### src/rtl/xlat_table_init.sv
// xlat_table_init: fills the mapper translation table SRAM while holding the Z80 bus.
// Optional read-back pass is enabled by defining XLAT_VERIFY_EN.
module xlat_table_init #(
  parameter int ADDR_W      = 9,
  parameter int WE_CYCLES   = 2,
  parameter int ACK_TIMEOUT = 255
) (
  input  logic              clk,
  input  logic              reset_n,
  input  logic              start,
  input  logic              fill_mode,
  input  logic [7:0]        fill_value,
  output logic              busreq_n,
  input  logic              busack_n,
  output logic [ADDR_W-1:0] tab_addr,
  output logic [7:0]        tab_dout,
  output logic              tab_doe,
  output logic              tab_we_n,
  output logic              tab_oe_n,
  input  logic [7:0]        tab_din,
  output logic              busy,
  output logic              done,
  output logic              error
);

  typedef enum logic [2:0] {
    S_IDLE, S_REQ, S_SETUP, S_WRITE,
    S_HOLD, S_VSETUP, S_VREAD, S_REL
  } state_e;

  localparam logic [ADDR_W-1:0] LAST     = '1;
  localparam logic [3:0]        WE_LAST  = 4'(WE_CYCLES - 1);
  localparam logic [15:0]       TMO_LAST = 16'(ACK_TIMEOUT - 1);

  state_e            state_q, state_d;
  logic [ADDR_W-1:0] cnt_q, cnt_d;
  logic [15:0]       tmo_q, tmo_d;
  logic [3:0]        wcnt_q, wcnt_d;
  logic              mode_q, mode_d;
  logic [7:0]        fill_q, fill_d;
  logic              done_q, done_d;
  logic              err_q, err_d;
  logic [7:0]        pat;
  logic              bus_held;

  assign pat = mode_q ? fill_q : cnt_q[7:0];
  assign bus_held = state_q inside
    {S_SETUP, S_WRITE, S_HOLD, S_VSETUP, S_VREAD};

  always_ff @(posedge clk or negedge reset_n) begin
    if (!reset_n) begin
      state_q <= S_IDLE;
      cnt_q   <= '0;
      tmo_q   <= '0;
      wcnt_q  <= '0;
      mode_q  <= 1'b0;
      fill_q  <= '0;
      done_q  <= 1'b0;
      err_q   <= 1'b0;
    end else begin
      state_q <= state_d;
      cnt_q   <= cnt_d;
      tmo_q   <= tmo_d;
      wcnt_q  <= wcnt_d;
      mode_q  <= mode_d;
      fill_q  <= fill_d;
      done_q  <= done_d;
      err_q   <= err_d;
    end
  end

  always_comb begin
    state_d = state_q;
    cnt_d   = cnt_q;
    tmo_d   = tmo_q;
    wcnt_d  = wcnt_q;
    mode_d  = mode_q;
    fill_d  = fill_q;
    done_d  = done_q;
    err_d   = err_q;
    unique case (state_q)
      S_IDLE: if (start) begin
        mode_d  = fill_mode;
        fill_d  = fill_value;
        done_d  = 1'b0;
        err_d   = 1'b0;
        cnt_d   = '0;
        tmo_d   = '0;
        state_d = S_REQ;
      end
      S_REQ: begin
        if (!busack_n) begin
          state_d = S_SETUP;
        end else if (tmo_q == TMO_LAST) begin
          err_d   = 1'b1;
          state_d = S_REL;
        end else begin
          tmo_d = tmo_q + 16'd1;
        end
      end
      S_SETUP: begin
        wcnt_d  = '0;
        state_d = S_WRITE;
      end
      S_WRITE: begin
        if (wcnt_q == WE_LAST) state_d = S_HOLD;
        else wcnt_d = wcnt_q + 4'd1;
      end
      S_HOLD: begin
        if (cnt_q == LAST) begin
`ifdef XLAT_VERIFY_EN
          cnt_d   = '0;
          state_d = S_VSETUP;
`else
          state_d = S_REL;
`endif
        end else begin
          cnt_d   = cnt_q + 1'b1;
          state_d = S_SETUP;
        end
      end
`ifdef XLAT_VERIFY_EN
      S_VSETUP: state_d = S_VREAD;
      S_VREAD: begin
        if (tab_din != pat) err_d = 1'b1;
        if (cnt_q == LAST) begin
          state_d = S_REL;
        end else begin
          cnt_d   = cnt_q + 1'b1;
          state_d = S_VSETUP;
        end
      end
`endif
      S_REL: begin
        cnt_d   = '0;
        state_d = S_IDLE;
      end
      default: state_d = S_IDLE;
    endcase
    // Losing the bus mid-pass overrides any normal transition.
    if (bus_held && busack_n) begin
      err_d   = 1'b1;
      state_d = S_REL;
    end
    if (state_d == S_REL && state_q != S_REL) done_d = !err_d;
  end

  assign busy     = !(state_q == S_IDLE || state_q == S_REL);
  assign busreq_n = !busy;
  assign tab_addr = cnt_q;
  assign tab_doe  = state_q inside {S_SETUP, S_WRITE, S_HOLD};
  assign tab_dout = tab_doe ? pat : 8'h00;
  assign tab_we_n = state_q != S_WRITE;
  assign done     = done_q;
  assign error    = err_q;

`ifdef XLAT_VERIFY_EN
  assign tab_oe_n = !(state_q == S_VSETUP || state_q == S_VREAD);
`else
  logic unused_din;
  assign unused_din = ^tab_din;
  assign tab_oe_n   = 1'b1;
`endif

endmodule

### config.mk
export PLATFORM = sky130hd
export DESIGN_NAME = xlat_table_init
export DESIGN_NICKNAME = d
export VERILOG_FILES = /design/src/rtl/xlat_table_init.sv
export SDC_FILE = /design/constraint.sdc
export NUM_CORES = 1
export LEC_CHECK = 0
export BUFFER_PORTS_ARGS = -buffer_cell sky130_fd_sc_hd__buf_2
export CAP_MARGIN = 20
export CORE_UTILIZATION = 52
export CTS_BUF_LIST = sky130_fd_sc_hd__clkbuf_8
export CTS_CLUSTER_SIZE = 25
export DETAILED_ROUTE_END_ITERATION = 6
export PLACE_DENSITY = 0.75
export SLEW_MARGIN = 20
export SYNTH_ARGS = -nofsm -noshare
export SYNTH_HDL_FRONTEND = slang
export SYNTH_SLANG_ARGS = --single-unit
### constraint.sdc
create_clock -name clk -period 1.85 [get_ports clk]
set_input_delay 0 -clock clk [delete_from_list [all_inputs] [get_ports clk]]
set_output_delay 0 -clock clk [all_outputs]
set_load 0.01 [all_outputs]
==> tab_implementation.tex, run 1 <==
\begin{tabular}{lr}
\hline
Metric & Value \\
\hline
\multicolumn{2}{l}{\textbf{Floorplan}} \\
\quad Die footprint & 5143 um\^{}2 \\
\quad Std cell rows & 24 \\
\quad Core region area & 4504 um\^{}2 \\
\quad Width of the die & 71.72 um \\
\quad Floorplan die height & 71.72 um \\
\quad IO Pins & 45 \\
\quad Initial Utilization & 56.11\% \\
\multicolumn{2}{l}{\textbf{Global route}} \\
\quad Total track usage & 25.35\% \\
\quad First-pass GRT wire length & 10200 um \\
\quad Antenna violations before repair & 0 \\
\quad Vias in the first global route & 2189 \\
\quad Pin count of the biggest net entering global routing & 23 \\
\quad Total gr overflow & 0 \\
\multicolumn{2}{l}{\textbf{Place}} \\
\quad Cell area after placement & 3019 um\^{}2 \\
\quad RePlAce Congestion & 0.8721 \\
\quad Dpl ws & -0.03802 ns \\
\quad Estimated wirelength of the detail-placed design & 4185 um \\
\quad IO buf count & 35 \\
\multicolumn{2}{l}{\textbf{Final layout}} \\
\quad Final-layout fill cell count & 302 \\
\quad Fraction of final layout cells with drive strength greater than 1 & 35.33\% \\
\quad Number of antenna diodes & 0 \\
\quad Total Nets Final & 379 \\
\quad Multi-input gate area & 1554 um\^{}2 \\
\quad Post-route cell area & 3470 um\^{}2 \\
\quad Commonest non-fill, non-tap cell in the layout & sky130\_fd\_sc\_hd\_\_dfrtp\_1 \\
\quad Commonest cells after routing, fill and taps aside & 42 x sky130\_fd\_sc\_hd\_\_dfrtp\_1, 36 x sky130\_fd\_sc\_hd\_\_buf\_4, 35 x sky130\_fd\_sc\_hd\_\_buf\_2 \\
\quad Area delta synth->final & 37.28\% \\
\quad Final Util & 77.03\% \\
\quad Register Area & 1077 um\^{}2 \\
\multicolumn{2}{l}{\textbf{Synth}} \\
\quad Synthesized area & 2527 um\^{}2 \\
\quad Number of flip-flops and latches in the synthesized netlist & 43 \\
\quad Number of synthesized flops with an enable pin & 0 \\
\quad Sequential area share after synthesis & 42.57\% \\
\quad Total nets after synthesis & 295 \\
\quad Count of yosys warnings during synthesis & 0 \\
\quad Distinct cells, synth & 50 \\
\quad Share of synthesized flip-flops with an asynchronous set or reset & 100.0\% \\
\quad Synth Instances & 266 \\
\quad Top\_reg\_cell synth & sky130\_fd\_sc\_hd\_\_dfrtp\_1 \\
\quad Post-Syn Area per Cell & 9.502 um\^{}2 \\
\multicolumn{2}{l}{\textbf{Clock network}} \\
\quad Number of buffers added by the clock tree synthesis step & 5 \\
\quad Buffer depth of the longest clock path & 2 \\
\quad Sinks on Clock Net & 43 \\
\quad Clock network latency to the later pin of the worst-skew pair & 0.29 ns \\
\quad Root Buffer Master & sky130\_fd\_sc\_hd\_\_clkbuf\_8 \\
\quad TritonCTS clock tree & yes \\
\quad Maximum level of the CTS H-tree & 2 \\
\quad Clock transition at path regs & 0.08 ns \\
\multicolumn{2}{l}{\textbf{Timing}} \\
\quad RSZ-0062 raised after global routing & true \\
\quad Final setup vio count & 2 \\
\quad Max Clk Rate & 537.2 MHz \\
\quad Worst-case clock skew & 0.003301 ns \\
\quad Setup TNS & -0.01388 ns \\
\quad Pin slew with the least headroom to its limit & 0.5255 ns \\
\quad Post-route worst hold slack & 0.05610 ns \\
\quad Count of pins over their slew limit & 0 \\
\quad Post-layout minimum cycle time & 1.861 ns \\
\quad Share of the clock period used by the worst path after layout & 100.6\% \\
\quad Worst slew margin relative to its limit & 64.97\% \\
\quad Number of hold-slack violations in the final timing report & 0 \\
\quad Minimum setup slack in the final design & -0.01142 ns \\
\multicolumn{2}{l}{\textbf{Worst setup path}} \\
\quad Gate family responsible for the most delay along the worst path & simple AND/OR/NAND/NOR gates \\
\quad Library cell contributing the largest single delay on the critical path & sky130\_fd\_sc\_hd\_\_dfrtp\_1 \\
\quad Worst reg-to-reg setup slack & -0.01 ns \\
\quad Cells along the critical path & or2\_4, nor4\_4, buf\_4, nand3\_2, or3\_1, a21oi\_1 \\
\quad Crit path largest cell delay & 0.43 ns \\
\quad Classification of the worst setup path & reg2reg \\
\quad WP buf/inv & 1 \\
\quad Kind of start point of the critical path & flop \\
\quad Arrival time of data at the critical path endpoint & 2.08 ns \\
\quad Data required time of the worst path & 2.07 ns \\
\quad Capturing element type of the critical path & flop \\
\quad Peak fanout along the critical path & 4 \\
\multicolumn{2}{l}{\textbf{Pwr}} \\
\quad Maximum vdd ir drop & 0.8499 mV \\
\quad Total power density per cell area & 1240 nW/um\^{}2 \\
\quad Leakage power figure & 0.001624 uW \\
\multicolumn{2}{l}{\textbf{Route}} \\
\quad Routed wire per std cell & 16.11 um \\
\quad Number of nets with antenna violations after routing & 0 \\
\quad Drc violations & 0 \\
\quad First-pass iteration count of the detailed router & 4 \\
\quad Final WL & 6492 um \\
\quad Via count normalized by instance count & 5.821 \\
\quad Count of vias placed by the detailed router & 2346 \\
\quad Number of violations reported at the end of detailed-routing iteration 0 & 126 \\
\multicolumn{2}{l}{\textbf{Status}} \\
\quad Violated checks & setup timing \\
\quad Run status & finished, violations left \\
\multicolumn{2}{l}{\textbf{Hold path}} \\
\quad Class of the tightest hold or removal check & in2reg \\
\multicolumn{2}{l}{\textbf{Run}} \\
\quad Number of maximum-capacitance constraint violations & 0 \\
\hline
\end{tabular}
==> path summary, 6_finish.rpt <==
path / endpoint / from / cells after the start
min in group asynchronous: tab_addr[7] / reset_n / 2
min: state_q[2] / busack_n / 3
max in group asynchronous: tmo_q[0] / reset_n / 3
max reg2reg: tmo_q[10] / state_q[2] / 6
max: tmo_q[10] / state_q[2] / 6
min reg2reg: fill_q[1] / fill_q[1] / 1
==> through the flow <==
step	total power, uW	std cells
CTS	4016	397
global route	4594	403
finish	4302	403
detailed placement	3218	378
global placement	3155	378
floorplan	2511	266
==> flip-flops by register name, indices dropped and copies added, names as in the netlist <==
register / flops
mode_q: 1
tab_addr: 9
error: 1
state_q: 3
wcnt_q: 4
fill_q: 8
tmo_q: 16
done: 1
==> worst register-to-register path: stages (launching register included) <==
cell and delay, ns:
sky130_fd_sc_hd__dfrtp_1 0.43, sky130_fd_sc_hd__or2_4 0.29, sky130_fd_sc_hd__nor4_4 0.35, sky130_fd_sc_hd__buf_4 0.19, sky130_fd_sc_hd__nand3_2 0.09, sky130_fd_sc_hd__or3_1 0.32
sky130_fd_sc_hd__a21oi_1 0.12
==> routing by layer <==
layer	global-route usage [%]	wire length, um	vias up
li1	-	-	1114
met1	32.45	2768	1119
met2	44.65	3235	92
met3	3.657	296	21
met4	7.407	191	0
met5	0	0	-
==> synthesized netlist by cell type, types with 3 or more instances <==
library cell,instances,area share [%]
sky130_fd_sc_hd__dfrtp_1,43,43
sky130_fd_sc_hd__nor2_1,27,4.0
sky130_fd_sc_hd__nand2_1,26,3.9
sky130_fd_sc_hd__nand3_1,15,3.0
sky130_fd_sc_hd__o21ai_0,13,2.6
sky130_fd_sc_hd__mux2i_1,10,4.0
sky130_fd_sc_hd__ha_1,8,4.0
sky130_fd_sc_hd__mux2_1,8,3.6
sky130_fd_sc_hd__a21oi_1,7,1.4
sky130_fd_sc_hd__nor2b_1,7,1.7
sky130_fd_sc_hd__xor2_1,7,2.4
sky130_fd_sc_hd__a211oi_1,6,1.8
sky130_fd_sc_hd__inv_1,6,0.89
sky130_fd_sc_hd__or3_1,6,1.5
sky130_fd_sc_hd__xnor2_1,6,2.1
sky130_fd_sc_hd__buf_2,5,0.99
sky130_fd_sc_hd__nand4_1,5,1.2
sky130_fd_sc_hd__nor3_1,4,0.79
sky130_fd_sc_hd__o2111ai_1,4,1.4
sky130_fd_sc_hd__a21o_1,3,0.89
sky130_fd_sc_hd__and2_1,3,0.74
sky130_fd_sc_hd__clkbuf_1,3,0.45
sky130_fd_sc_hd__nand2b_1,3,0.74
sky130_fd_sc_hd__nor3b_1,3,0.89
sky130_fd_sc_hd__o21ai_1,3,0.59
==> logic make-up after synthesis <==
family | after synthesis | synth area share (%)
multiplexers | 20 | 8.416
adder cells (fa/ha/maj) | 8 | 3.961
AND/OR/NAND/NOR | 116 | 24.70
AO/OA/AOI/OAI | 46 | 12.33
other | 1 | 0.1484
XOR/XNOR | 13 | 4.505
flip-flops | 43 | 42.57
buffers and inverters | 19 | 3.366
==> repair_timing <==
item | 4_1_cts | 5_1_grt
endpoints found under the hold margin | 30 | 0
gates cloned | 0 | 1
hold buffers | 10 | 0
setup endpoints to repair | 20 | 39
pin swaps | 3 | 18
resized for setup | 7 | 31
buffers inserted | 1 | 5
==> report_power, final <==
part | switching [uW] | leakage (uW) | internal [uW]
clock network | 327 | 0.0000581 | 402
logic | 1170 | 0.00100 | 1030
registers | 210 | 0.000563 | 1160
==> area by class of cell <==
type / count / area share [%]
multi-input combinational: 205 / 44.79
sequential: 43 / 31.05
timing repair buffer: 87 / 18.18
clock buffer: 5 / 1.983
tap: 52 / 1.875
clock inverter: 3 / 1.262
inverter: 8 / 0.8655
No activity file was read; power rests on OpenSTA's default activity.
==> run 2: changes to the inputs <==
- CORE_UTILIZATION: 52 -> 49
- PLACE_DENSITY: 0.75 -> 0.71
==> run 2 against run 1 <==
The run now ends clean. Cell count increased by 4.2%. Sequential share of layout area decreased by 0.25 points. Global-route usage decreased by 1.9 points. Critical path depth increased by 2. Non-clock buffer count increased by 2. Fmax increased by 3.3%. Total power decreased by 0.94%. Count of clock-buffer cells in the layout unchanged. Largest power group unchanged.
==> tab_implementation.tex, run 2 (synthesized netlist as in run 1, its figures left out) <==
\begin{tabular}{lr}
\hline
Metric & Value \\
\hline
\multicolumn{2}{l}{\textbf{Clock network}} \\
\quad Root Buffer Master & sky130\_fd\_sc\_hd\_\_clkbuf\_8 (unchanged) \\
\quad Sinks on Clock Net & 43 (unchanged) \\
\quad TritonCTS clock tree & yes (unchanged) \\
\quad Buffer depth of the longest clock path & 2 (unchanged) \\
\quad Clock network latency to the later pin of the worst-skew pair & 0.30 ns (was 0.29 ns) \\
\quad Clock transition at path regs & 0.08 ns (about the same) \\
\quad Maximum level of the CTS H-tree & 2 (unchanged) \\
\quad Number of buffers added by the clock tree synthesis step & 5 (unchanged) \\
\multicolumn{2}{l}{\textbf{Final layout}} \\
\quad Number of antenna diodes & 0 (unchanged) \\
\quad Register Area & 1079 um\^{}2 (was 1077 um\^{}2) \\
\quad Commonest cells after routing, fill and taps aside & 41 x sky130\_fd\_sc\_hd\_\_dfrtp\_1, 40 x sky130\_fd\_sc\_hd\_\_buf\_4, 35 x sky130\_fd\_sc\_hd\_\_buf\_2 (was 42 x sky130\_fd\_sc\_hd\_\_dfrtp\_1, 36 x sky130\_fd\_sc\_hd\_\_buf\_4, 35 x sky130\_fd\_sc\_hd\_\_buf\_2) \\
\quad Fraction of final layout cells with drive strength greater than 1 & 37.68\% (was 35.33\%) \\
\quad Area delta synth->final & 38.56\% (was 37.28\%) \\
\quad Flip-flop count of the largest register after layout & 16 (unchanged) \\
\quad Post-route cell area & 3502 um\^{}2 (was 3470 um\^{}2) \\
\quad Final-layout fill cell count & 353 (was 302) \\
\quad Commonest non-fill, non-tap cell in the layout & sky130\_fd\_sc\_hd\_\_dfrtp\_1 (unchanged) \\
\quad Multi-input gate area & 1588 um\^{}2 (was 1554 um\^{}2) \\
\quad Final Util & 72.23\% (was 77.03\%) \\
\quad Total Nets Final & 381 (was 379) \\
\quad Register ranked first by flip-flop count & tmo\_q (unchanged) \\
\multicolumn{2}{l}{\textbf{Worst setup path}} \\
\quad Crit path largest cell delay & 0.43 ns (about the same) \\
\quad Peak fanout along the critical path & 3 (was 4) \\
\quad Arrival time of data at the critical path endpoint & 2.04 ns (was 2.08 ns) \\
\quad WP buf/inv & 0 (was 1) \\
\quad Cells along the critical path & ha\_4, nand3\_2, nor2\_4, ha\_4, a221oi\_4, a221oi\_2, o2111ai\_2, mux2i\_1 (was or2\_4, nor4\_4, buf\_4, nand3\_2, or3\_1, a21oi\_1) \\
\quad Cell with the most instances on the worst path & sky130\_fd\_sc\_hd\_\_ha\_4 \\
\quad Gate family responsible for the most delay along the worst path & compound AO/OA/AOI/OAI gates (was simple AND/OR/NAND/NOR gates) \\
\quad Capturing element type of the critical path & flop (unchanged) \\
\quad Data required time of the worst path & 2.08 ns (was 2.07 ns) \\
\quad Kind of start point of the critical path & flop (unchanged) \\
\quad Library cell contributing the largest single delay on the critical path & sky130\_fd\_sc\_hd\_\_dfrtp\_2 (was sky130\_fd\_sc\_hd\_\_dfrtp\_1) \\
\quad Classification of the worst setup path & reg2reg (unchanged) \\
\multicolumn{2}{l}{\textbf{Pwr}} \\
\quad Maximum vdd ir drop & 0.8089 mV (was 0.8499 mV) \\
\quad Total power density per cell area & 1217 nW/um\^{}2 (was 1240 nW/um\^{}2) \\
\quad Leakage power figure & 0.001619 uW (was 0.001624 uW) \\
\multicolumn{2}{l}{\textbf{Timing}} \\
\quad Count of pins over their slew limit & 0 (unchanged) \\
\quad Number of hold-slack violations in the final timing report & 0 (unchanged) \\
\quad Worst-case clock skew & 0.003582 ns (was 0.003301 ns) \\
\quad Final setup vio count & 0 (was 2) \\
\quad Worst slew margin relative to its limit & 42.63\% (was 64.97\%) \\
\quad Share of the clock period used by the worst path after layout & 97.44\% (was 100.6\%) \\
\quad Max Clk Rate & 554.8 MHz (was 537.2 MHz) \\
\quad Pin slew with the least headroom to its limit & 0.8605 ns (was 0.5255 ns) \\
\quad RSZ-0062 raised after global routing & true (unchanged) \\
\quad Minimum setup slack in the final design & 0.04741 ns (was -0.01142 ns) \\
\quad Post-layout minimum cycle time & 1.803 ns (was 1.861 ns) \\
\multicolumn{2}{l}{\textbf{Floorplan}} \\
\quad Std cell rows & 25 (was 24) \\
\quad Width of the die & 73.82 um (was 71.72 um) \\
\quad Die footprint & 5449 um\^{}2 (was 5143 um\^{}2) \\
\quad Floorplan die height & 73.82 um (was 71.72 um) \\
\quad Core region area & 4848 um\^{}2 (was 4504 um\^{}2) \\
\quad IO Pins & 45 (unchanged) \\
\quad Initial Utilization & 52.13\% (was 56.11\%) \\
\multicolumn{2}{l}{\textbf{Run}} \\
\quad Number of maximum-capacitance constraint violations & 0 (unchanged) \\
\multicolumn{2}{l}{\textbf{Place}} \\
\quad RePlAce Congestion & 0.8448 (was 0.8721) \\
\quad IO buf count & 35 (unchanged) \\
\quad Cell area after placement & 3010 um\^{}2 (was 3019 um\^{}2) \\
\quad Dpl ws & -0.04805 ns (was -0.03802 ns) \\
\quad Estimated wirelength of the detail-placed design & 4177 um (was 4185 um) \\
\multicolumn{2}{l}{\textbf{Route}} \\
\quad First-pass iteration count of the detailed router & 4 (unchanged) \\
\quad Number of violations reported at the end of detailed-routing iteration 0 & 122 (was 126) \\
\quad Count of vias placed by the detailed router & 2300 (was 2346) \\
\quad Via count normalized by instance count & 5.476 (was 5.821) \\
\quad Routed wire per std cell & 14.99 um (was 16.11 um) \\
\quad Final WL & 6296 um (was 6492 um) \\
\quad Number of nets with antenna violations after routing & 0 (unchanged) \\
\quad Drc violations & 0 (unchanged) \\
\multicolumn{2}{l}{\textbf{Global route}} \\
\quad Total gr overflow & 0 (unchanged) \\
\quad First-pass GRT wire length & 9577 um (was 10200 um) \\
\quad Antenna violations before repair & 0 (unchanged) \\
\quad Total track usage & 23.41\% (was 25.35\%) \\
\quad Pin count of the biggest net entering global routing & 39 (was 23) \\
\quad Vias in the first global route & 2128 (was 2189) \\
\multicolumn{2}{l}{\textbf{Status}} \\
\quad Run status & finished clean (was finished, violations left) \\
\multicolumn{2}{l}{\textbf{Hold path}} \\
\quad Class of the tightest hold or removal check & in2reg (unchanged) \\
\hline
\end{tabular}
run 2: path summary, 6_finish.rpt:
kind / end / from / cells past startpoint / slack [ns]
setup / recovery: done / tab_addr[0] / 8 / 0.05
hold / removal: state_q[2] / busack_n / 3 / 0.04
setup reg to reg: done / tab_addr[0] / 8 / 0.05
hold reg to reg: fill_q[7] / fill_q[7] / 1 / 0.49
max in group asynchronous: tmo_q[10] / reset_n / 3 / 0.86
min in group asynchronous: tab_addr[4] / reset_n / 2 / 0.36
run 2: per-stage QoR:
stage	TNS (ns)	std cells	power, uW	hold WS, ns
after floorplan	0	266	2511	-0.2956
after global placement	0	391	3180	0.1565
after detailed placement	-0.1561	391	3231	0.1621
after CTS	-0.04996	413	3949	0.01151
after global routing	-0.02736	420	4542	0.05026
final	0	420	4262	0.03519
run 2: power by group:
| group | total [uW] | internal [uW] | switching (uW) | leakage, uW |
|---|---|---|---|---|
| logic | 2260 | 1110 | 1160 | 0.00102 |
| clock network | 617 | 270 | 347 | 0.0000408 |
| registers | 1380 | 1170 | 218 | 0.000562 |
run 2: cell type report:
cell class / count / area share [%]
repair buffers: 89 / 17.97
inverters: 8 / 0.8574
clock buffers: 5 / 1.965
flip-flops and latches: 43 / 30.80
multi-input cells: 205 / 45.34
well taps: 67 / 2.394
clock inverters: 3 / 0.6788
run 2: worst min-delay path: cells and delay by family:
family	cells	cell delay (ns)
buf+inv	1	0.16
simple gates	1	0.06
compound gates	1	0.09
run 2: layer usage:
layer | vias to the layer above | GRT usage (%) | wire length (um) | share of wire, %
met4 | 0 | 8.547 | 113 | 1.8
met5 | - | 0 | 0 | 0
met2 | 63 | 40.98 | 3063 | 49
met1 | 1103 | 28.58 | 2851 | 45
li1 | 1122 | - | - | -
met3 | 12 | 4.390 | 266 | 4.2
run 2: what timing repair did:
action / 4_1_cts / 5_1_grt
hold endpoints to repair: 46 / 0
endpoints found under the setup margin: 20 / 22
gates cloned: 0 / 2
hold buffers: 10 / 0
pin swaps: 6 / 17
setup buffers: 4 / 5
gates resized for setup: 6 / 42
